$ cat src/rtl/sap_alu_pkg.sv
// Shared types and helpers for the SAP ALU serial add/subtract datapath.
package sap_alu_pkg;

  localparam int unsigned SLICE_W_DEF = 4;

  typedef enum logic [1:0] {
    IDLE = 2'd0,
    RUN  = 2'd1,
    DONE = 2'd2
  } state_t;

  // Signed overflow: both addends share a sign that the sum does not.
  function automatic logic signed_overflow(input logic a_msb, input logic b_msb,
                                           input logic r_msb);
    return (a_msb == b_msb) && (r_msb != a_msb);
  endfunction

endpackage

$ cat src/rtl/cla_slice.sv
// SLICE_W-bit generate/propagate carry-lookahead adder, purely combinational.
module cla_slice #(
  parameter int unsigned SLICE_W = 4
) (
  input  logic [SLICE_W-1:0] a,
  input  logic [SLICE_W-1:0] b,
  input  logic               cin,
  output logic [SLICE_W-1:0] sum,
  output logic               cout
);

  logic [SLICE_W-1:0] w_g;
  logic [SLICE_W-1:0] w_p;
  logic [SLICE_W:0]   w_c;

  assign w_g = a & b;
  assign w_p = a ^ b;

  // Each carry is expanded as a flat sum of products over g/p and cin.
  always_comb begin
    logic w_t;
    logic w_u;
    w_c    = '0;
    w_c[0] = cin;
    w_t    = 1'b0;
    w_u    = 1'b0;
    for (int i = 0; i < int'(SLICE_W); i++) begin
      w_t = cin;
      for (int j = 0; j <= i; j++) w_t = w_t & w_p[j];
      for (int j = 0; j <= i; j++) begin
        w_u = w_g[j];
        for (int k = j + 1; k <= i; k++) w_u = w_u & w_p[k];
        w_t = w_t | w_u;
      end
      w_c[i+1] = w_t;
    end
  end

  assign sum  = w_p ^ w_c[SLICE_W-1:0];
  assign cout = w_c[SLICE_W];

endmodule

$ cat src/rtl/nibble_serial_addsub.sv
// Slice-serial WIDTH-bit add/subtract with start/done handshake and registered flags.
// Define ADDER_SINGLE_CYCLE_EN to ripple NSLICES slices and finish in one RUN cycle.
module nibble_serial_addsub
  import sap_alu_pkg::*;
#(
  parameter int unsigned WIDTH   = 8,
  parameter int unsigned SLICE_W = SLICE_W_DEF
) (
  input  logic             clk,
  input  logic             rst,
  input  logic             start,
  input  logic             sub,
  input  logic [WIDTH-1:0] a,
  input  logic [WIDTH-1:0] b,
  input  logic             cin,
  output logic             busy,
  output logic             done,
  output logic [WIDTH-1:0] result,
  output logic             cout,
  output logic             zero,
  output logic             negative,
  output logic             overflow
);

  localparam int unsigned NSLICES = WIDTH / SLICE_W;
  localparam int unsigned MSB     = WIDTH - 1;

  state_t           r_state;
  logic [WIDTH-1:0] r_a;
  logic [WIDTH-1:0] r_b;
  logic             r_carry;

  logic [WIDTH-1:0] w_next_result;
  logic             w_next_carry;
  logic             w_last;

`ifdef ADDER_SINGLE_CYCLE_EN
  logic [NSLICES:0] w_chain;

  assign w_chain[0] = r_carry;

  for (genvar gi = 0; gi < int'(NSLICES); gi++) begin : g_slice
    cla_slice #(.SLICE_W(SLICE_W)) u_slice (
      .a    (r_a[gi*SLICE_W +: SLICE_W]),
      .b    (r_b[gi*SLICE_W +: SLICE_W]),
      .cin  (w_chain[gi]),
      .sum  (w_next_result[gi*SLICE_W +: SLICE_W]),
      .cout (w_chain[gi+1])
    );
  end

  assign w_next_carry = w_chain[NSLICES];
  assign w_last       = 1'b1;
`else
  localparam int unsigned IDX_W = (NSLICES > 1) ? $clog2(NSLICES) : 1;

  logic [IDX_W-1:0]   r_idx;
  logic [SLICE_W-1:0] w_sum;
  logic               w_slice_cout;

  cla_slice #(.SLICE_W(SLICE_W)) u_slice (
    .a    (r_a[r_idx*SLICE_W +: SLICE_W]),
    .b    (r_b[r_idx*SLICE_W +: SLICE_W]),
    .cin  (r_carry),
    .sum  (w_sum),
    .cout (w_slice_cout)
  );

  // Only the current slice of the result changes each RUN cycle.
  always_comb begin
    w_next_result = result;
    w_next_result[r_idx*SLICE_W +: SLICE_W] = w_sum;
  end

  assign w_next_carry = w_slice_cout;
  assign w_last       = (r_idx == IDX_W'(NSLICES - 1));
`endif

  always_ff @(posedge clk) begin
    if (rst) begin
      r_state  <= IDLE;
      r_a      <= '0;
      r_b      <= '0;
      r_carry  <= 1'b0;
      busy     <= 1'b0;
      done     <= 1'b0;
      result   <= '0;
      cout     <= 1'b0;
      zero     <= 1'b0;
      negative <= 1'b0;
      overflow <= 1'b0;
`ifndef ADDER_SINGLE_CYCLE_EN
      r_idx    <= '0;
`endif
    end else begin
      case (r_state)
        IDLE, DONE: begin
          done <= 1'b0;
          if (start) begin
            // Subtract as a + ~b + ~borrow so one adder serves both operations.
            r_a     <= a;
            r_b     <= sub ? ~b : b;
            r_carry <= sub ? ~cin : cin;
            busy    <= 1'b1;
            r_state <= RUN;
`ifndef ADDER_SINGLE_CYCLE_EN
            r_idx   <= '0;
`endif
          end else begin
            r_state <= IDLE;
          end
        end
        RUN: begin
          result  <= w_next_result;
          r_carry <= w_next_carry;
`ifndef ADDER_SINGLE_CYCLE_EN
          r_idx   <= r_idx + 1'b1;
`endif
          if (w_last) begin
            r_state  <= DONE;
            busy     <= 1'b0;
            done     <= 1'b1;
            cout     <= w_next_carry;
            zero     <= (w_next_result == '0);
            negative <= w_next_result[MSB];
            overflow <= signed_overflow(r_a[MSB], r_b[MSB], w_next_result[MSB]);
          end
        end
        default: begin
          r_state <= IDLE;
          busy    <= 1'b0;
          done    <= 1'b0;
        end
      endcase
    end
  end

endmodule

$ cat config.mk
export PLATFORM = sky130hd
export DESIGN_NAME = nibble_serial_addsub
export DESIGN_NICKNAME = d
export VERILOG_FILES = /design/src/rtl/sap_alu_pkg.sv /design/src/rtl/cla_slice.sv /design/src/rtl/nibble_serial_addsub.sv
export SDC_FILE = /design/constraint.sdc
export NUM_CORES = 1
export LEC_CHECK = 0
export BUFFER_PORTS_ARGS = -buffer_cell sky130_fd_sc_hd__buf_2
export CORE_ASPECT_RATIO = 1.25
export CORE_MARGIN = 3
export CORE_UTILIZATION = 45
export CTS_CLUSTER_DIAMETER = 60
export DETAILED_ROUTE_END_ITERATION = 12
export GPL_ROUTABILITY_DRIVEN = 1
export PLACE_DENSITY = 0.68
export SLEW_MARGIN = 20
export SYNTH_ARGS = -nofsm -noshare
export SYNTH_HDL_FRONTEND = slang
export SYNTH_SLANG_ARGS = --single-unit
$ cat constraint.sdc
create_clock -name clk -period 4.15 [get_ports clk]
set_input_delay 0.415 -clock clk [delete_from_list [all_inputs] [get_ports clk]]
set_output_delay 0.415 -clock clk [all_outputs]
set_load 0.005 [all_outputs]
==> results by group <==
Clock tree
  – Clock-pin slew on the worst setup and hold paths: 70 ps
  – CTS Buf Count: 5
  – Post-CTS setup buffer count: 0
  – CTS H-Tree Depth: 2
  – Post_cts resized: 0
  – Max Root-Sink Buffers: 2
  – CTS Hold Buffers Added: 0
  – CTS Sinks: 34
  – Clock Tree Root: clkbuf_8
  – CTS tree: done
  – Worst-Skew Late Latency: 280 ps

Worst setup path
  – Register-to-Register Path Depth: 7
  – CP Capture Type: flip-flop
  – Startpoint Class: flip-flop
  – Largest stage delay, worst path: around 640 ps
  – WP data required: 4360 ps
  – Data arrival time of the worst path: around 3000 ps
  – Critical-path top delay cell: dfxtp_1
  – Critical R2R Capture: zero
  – RR Startpoint: r_idx
  – Worst Setup SP: r_idx
  – Critical Path Fanout Max: 14
  – Worst Setup Path Type: reg2reg
  – Critical-path cell list: mux2_2 -> ha_1 -> ha_1 -> o211a_1 -> or3_4 -> a2111o_1 -> a21oi_1
  – Most frequent CP cell: ha_1
  – Worst setup path end: zero
  – Crit path depth: 7
  – Flop-to-flop setup slack: about 1300 ps
  – Top delay family on crit path: compound AO/OA/AOI/OAI gates
  – Crit path buffers/inverters: 0

STA
  – Slew @ Worst Pin: 558 ps
  – Setup tns final: 0 ps
  – Fin. Hold Viols: 0
  – Worst slew margin: 62.8%
  – Fmax: 0.354 GHz
  – Final worst path period need: around 2800 ps
  – Period utilization: 68.1%
  – RSZ-0062 raised after global routing: no
  – Slew Limit Fails: 0
  – Clock Skew: about 4.6 ps
  – Setup Viol. Count Final: 0

Yosys
  – Netlist cell types: 32
  – Seq/Total Area, Yosys: 44.4%
  – Synth Flop Type: dfxtp_1
  – Synth Instances: 178
  – Synthesized area: between 1500 and 2000 sq um
  – Post-synth EDFFs: 0
  – Ys Warns: 0
  – Ys async rst share: 0%
  – Register bit total from synthesis: 34
  – Syn nets: just over 200
  – Avg Inst Size Synth: ~8.6 sq um

Routing
  – Final antenna-violating net count: 0
  – Via count: 1280
  – DRC Markers: 0
  – Starting DRT DRC Count: 51
  – WL/cell: ~12 microns
  – Routed wire length: roughly 3 mm
  – Drt via density: 5.18
  – DR pass1 iterations: 4

Placement
  – DP Area: 1720 sq um
  – DP HPWL: ~2.3 mm
  – Port Buffers: 34
  – Routability cong.: approximately 0.75

Floorplan
  – Die width: 58.2 microns
  – Core area: 3250 sq um
  – Die area: ~4100 sq um
  – Top Ports: 35
  – Starting Density: about 47%
  – Die height: just over 70 microns
  – Row count: 23

Final layout
  – N_diodes: 0
  – # fillers: approximately 330
  – Layout overhead on the synthesized area: 19.0%
  – Register area: 681 sq um
  – Post-layout nets: ~240
  – Most frequent cells in the layout: 34 x dfxtp_1, 34 x buf_2, 32 x nand2_1, 21 x nor2_1, 19 x a21oi_1
  – Footprint of the multi-input gates: around 810 sq um
  – Layout Utilization: a little under three fifths
  – Share of cells above drive strength 1: 25.7%
  – Final instance area: 1830 sq um

GRT
  – Vias in the first global route: 1299
  – Largest net degree at the start of global routing: 35
  – Total global routing overflow: 0
  – GRT Resource Usage Total: 17.3%
  – First-pass GRT wire length: around 5.5 mm
  – Initial antenna violation count: 0

Worst hold path
  – Worst Hold Launch: a[0]
  – Hold Path Class: in2reg

Pwr
  – Sw Share: between 20% and 30%
  – Max VDD drop: between 0.0002 and 0.0003 V
  – NetSw: just under 200 uW
  – Combinational share of power: between 10% and 20%
  – Internal power: approximately 570 uW
  – Clock network fraction of total power: a little over a third
  – Pwr Density: 422 nW/um^2
  – Flop pwr share: approximately 47%
  – Leak: 0.793 nW

Job
  – Max-capacitance violation count: 0

Run status
  – Status: complete, no violations
==> power groups by stage <==
| stage | registers [mW] | clock network (mW) | logic (mW) |
|---|---|---|---|
| finish | 0.365 | 0.279 | 0.127 |
| global route | 0.369 | 0.301 | 0.144 |
| CTS | 0.365 | 0.286 | 0.127 |
| detailed placement | 0.373 | 0 | 0.127 |
| global placement | 0.372 | 0 | 0.123 |
| floorplan | 0.367 | 0 | 0.0943 |
==> area by class of cell <==
type                    instances  share of cell area (%)
multi-input cells             132                    44.2
flip-flops and latches         34                    37.3
repair buffers                 35                    9.73
clock buffers                   8                    6.03
well taps                      37                    2.54
inverters                       1                   0.206
==> tightest hold or removal path, delay by kind of cell <==
family          cells  cell delay (ps)
buf+inv             1               90
simple gates        1               40
compound gates      1               50
==> cells in the mapped netlist (all sizes together), types with 3 or more instances <==
cell type | number | area share [%]
a211oi | 10 | 4.9
a21oi | 19 | 6.2
clkbuf | 9 | 2.2
dfxtp | 34 | 44
ha | 5 | 4.1
mux2 | 8 | 5.9
nand2 | 32 | 7.8
nand3 | 4 | 1.3
nor2 | 21 | 5.1
nor3 | 3 | 0.98
o21ai | 3 | 0.98
xnor2 | 9 | 5.1
==> metal layers <==
layer | vias to the layer above | share of wire [%] | track usage, %
met5 | - | 0 | 0
met4 | 0 | 0.78 | 8.25
met3 | 2 | 5.2 | 5.59
met2 | 27 | 54 | 30.8
met1 | 584 | 40 | 18.1
li1 | 667 | - | -
==> state kept, by name, indices dropped and copies added, names as in the netlist <==
register and flops:
busy 1, cout 1, done 1, negative 1
overflow 1, r_a 8, r_b 8, r_carry 1
r_idx 1, r_state 2, result 8, zero 1
==> worst min-delay path by stage <==
stage / cells past startpoint / end
2_1_floorplan: 2 / r_a[4]
3_3_place_gp: 2 / result[4]
3_5_place_dp: 2 / result[4]
4_1_cts: 3 / r_a[0]
5_1_grt: 3 / r_a[0]
6_report: 3 / r_a[0]
==> through the flow <==
step | worst slack, ps | total power, mW | hold slack, ps | instances
finish | 1320 | 0.770 | 368 | 247
global route | 1090 | 0.813 | 373 | 247
CTS | 1320 | 0.779 | 358 | 247
detailed placement | 1320 | 0.499 | 446 | 239
global placement | 1410 | 0.495 | 440 | 239
floorplan | 1410 | 0.462 | 433 | 178
==> kinds of logic after synthesis <==
logic type               share of synthesized area [%]
AO/OA/AOI/OAI                                     16.1
XOR/XNOR                                          5.71
adder cells (fa/ha/maj)                           5.38
buffers and inverters                             3.02
flip-flops                                        44.4
multiplexers                                      5.87
AND/OR/NAND/NOR                                   19.6
(Power assumes the default switching activity.)
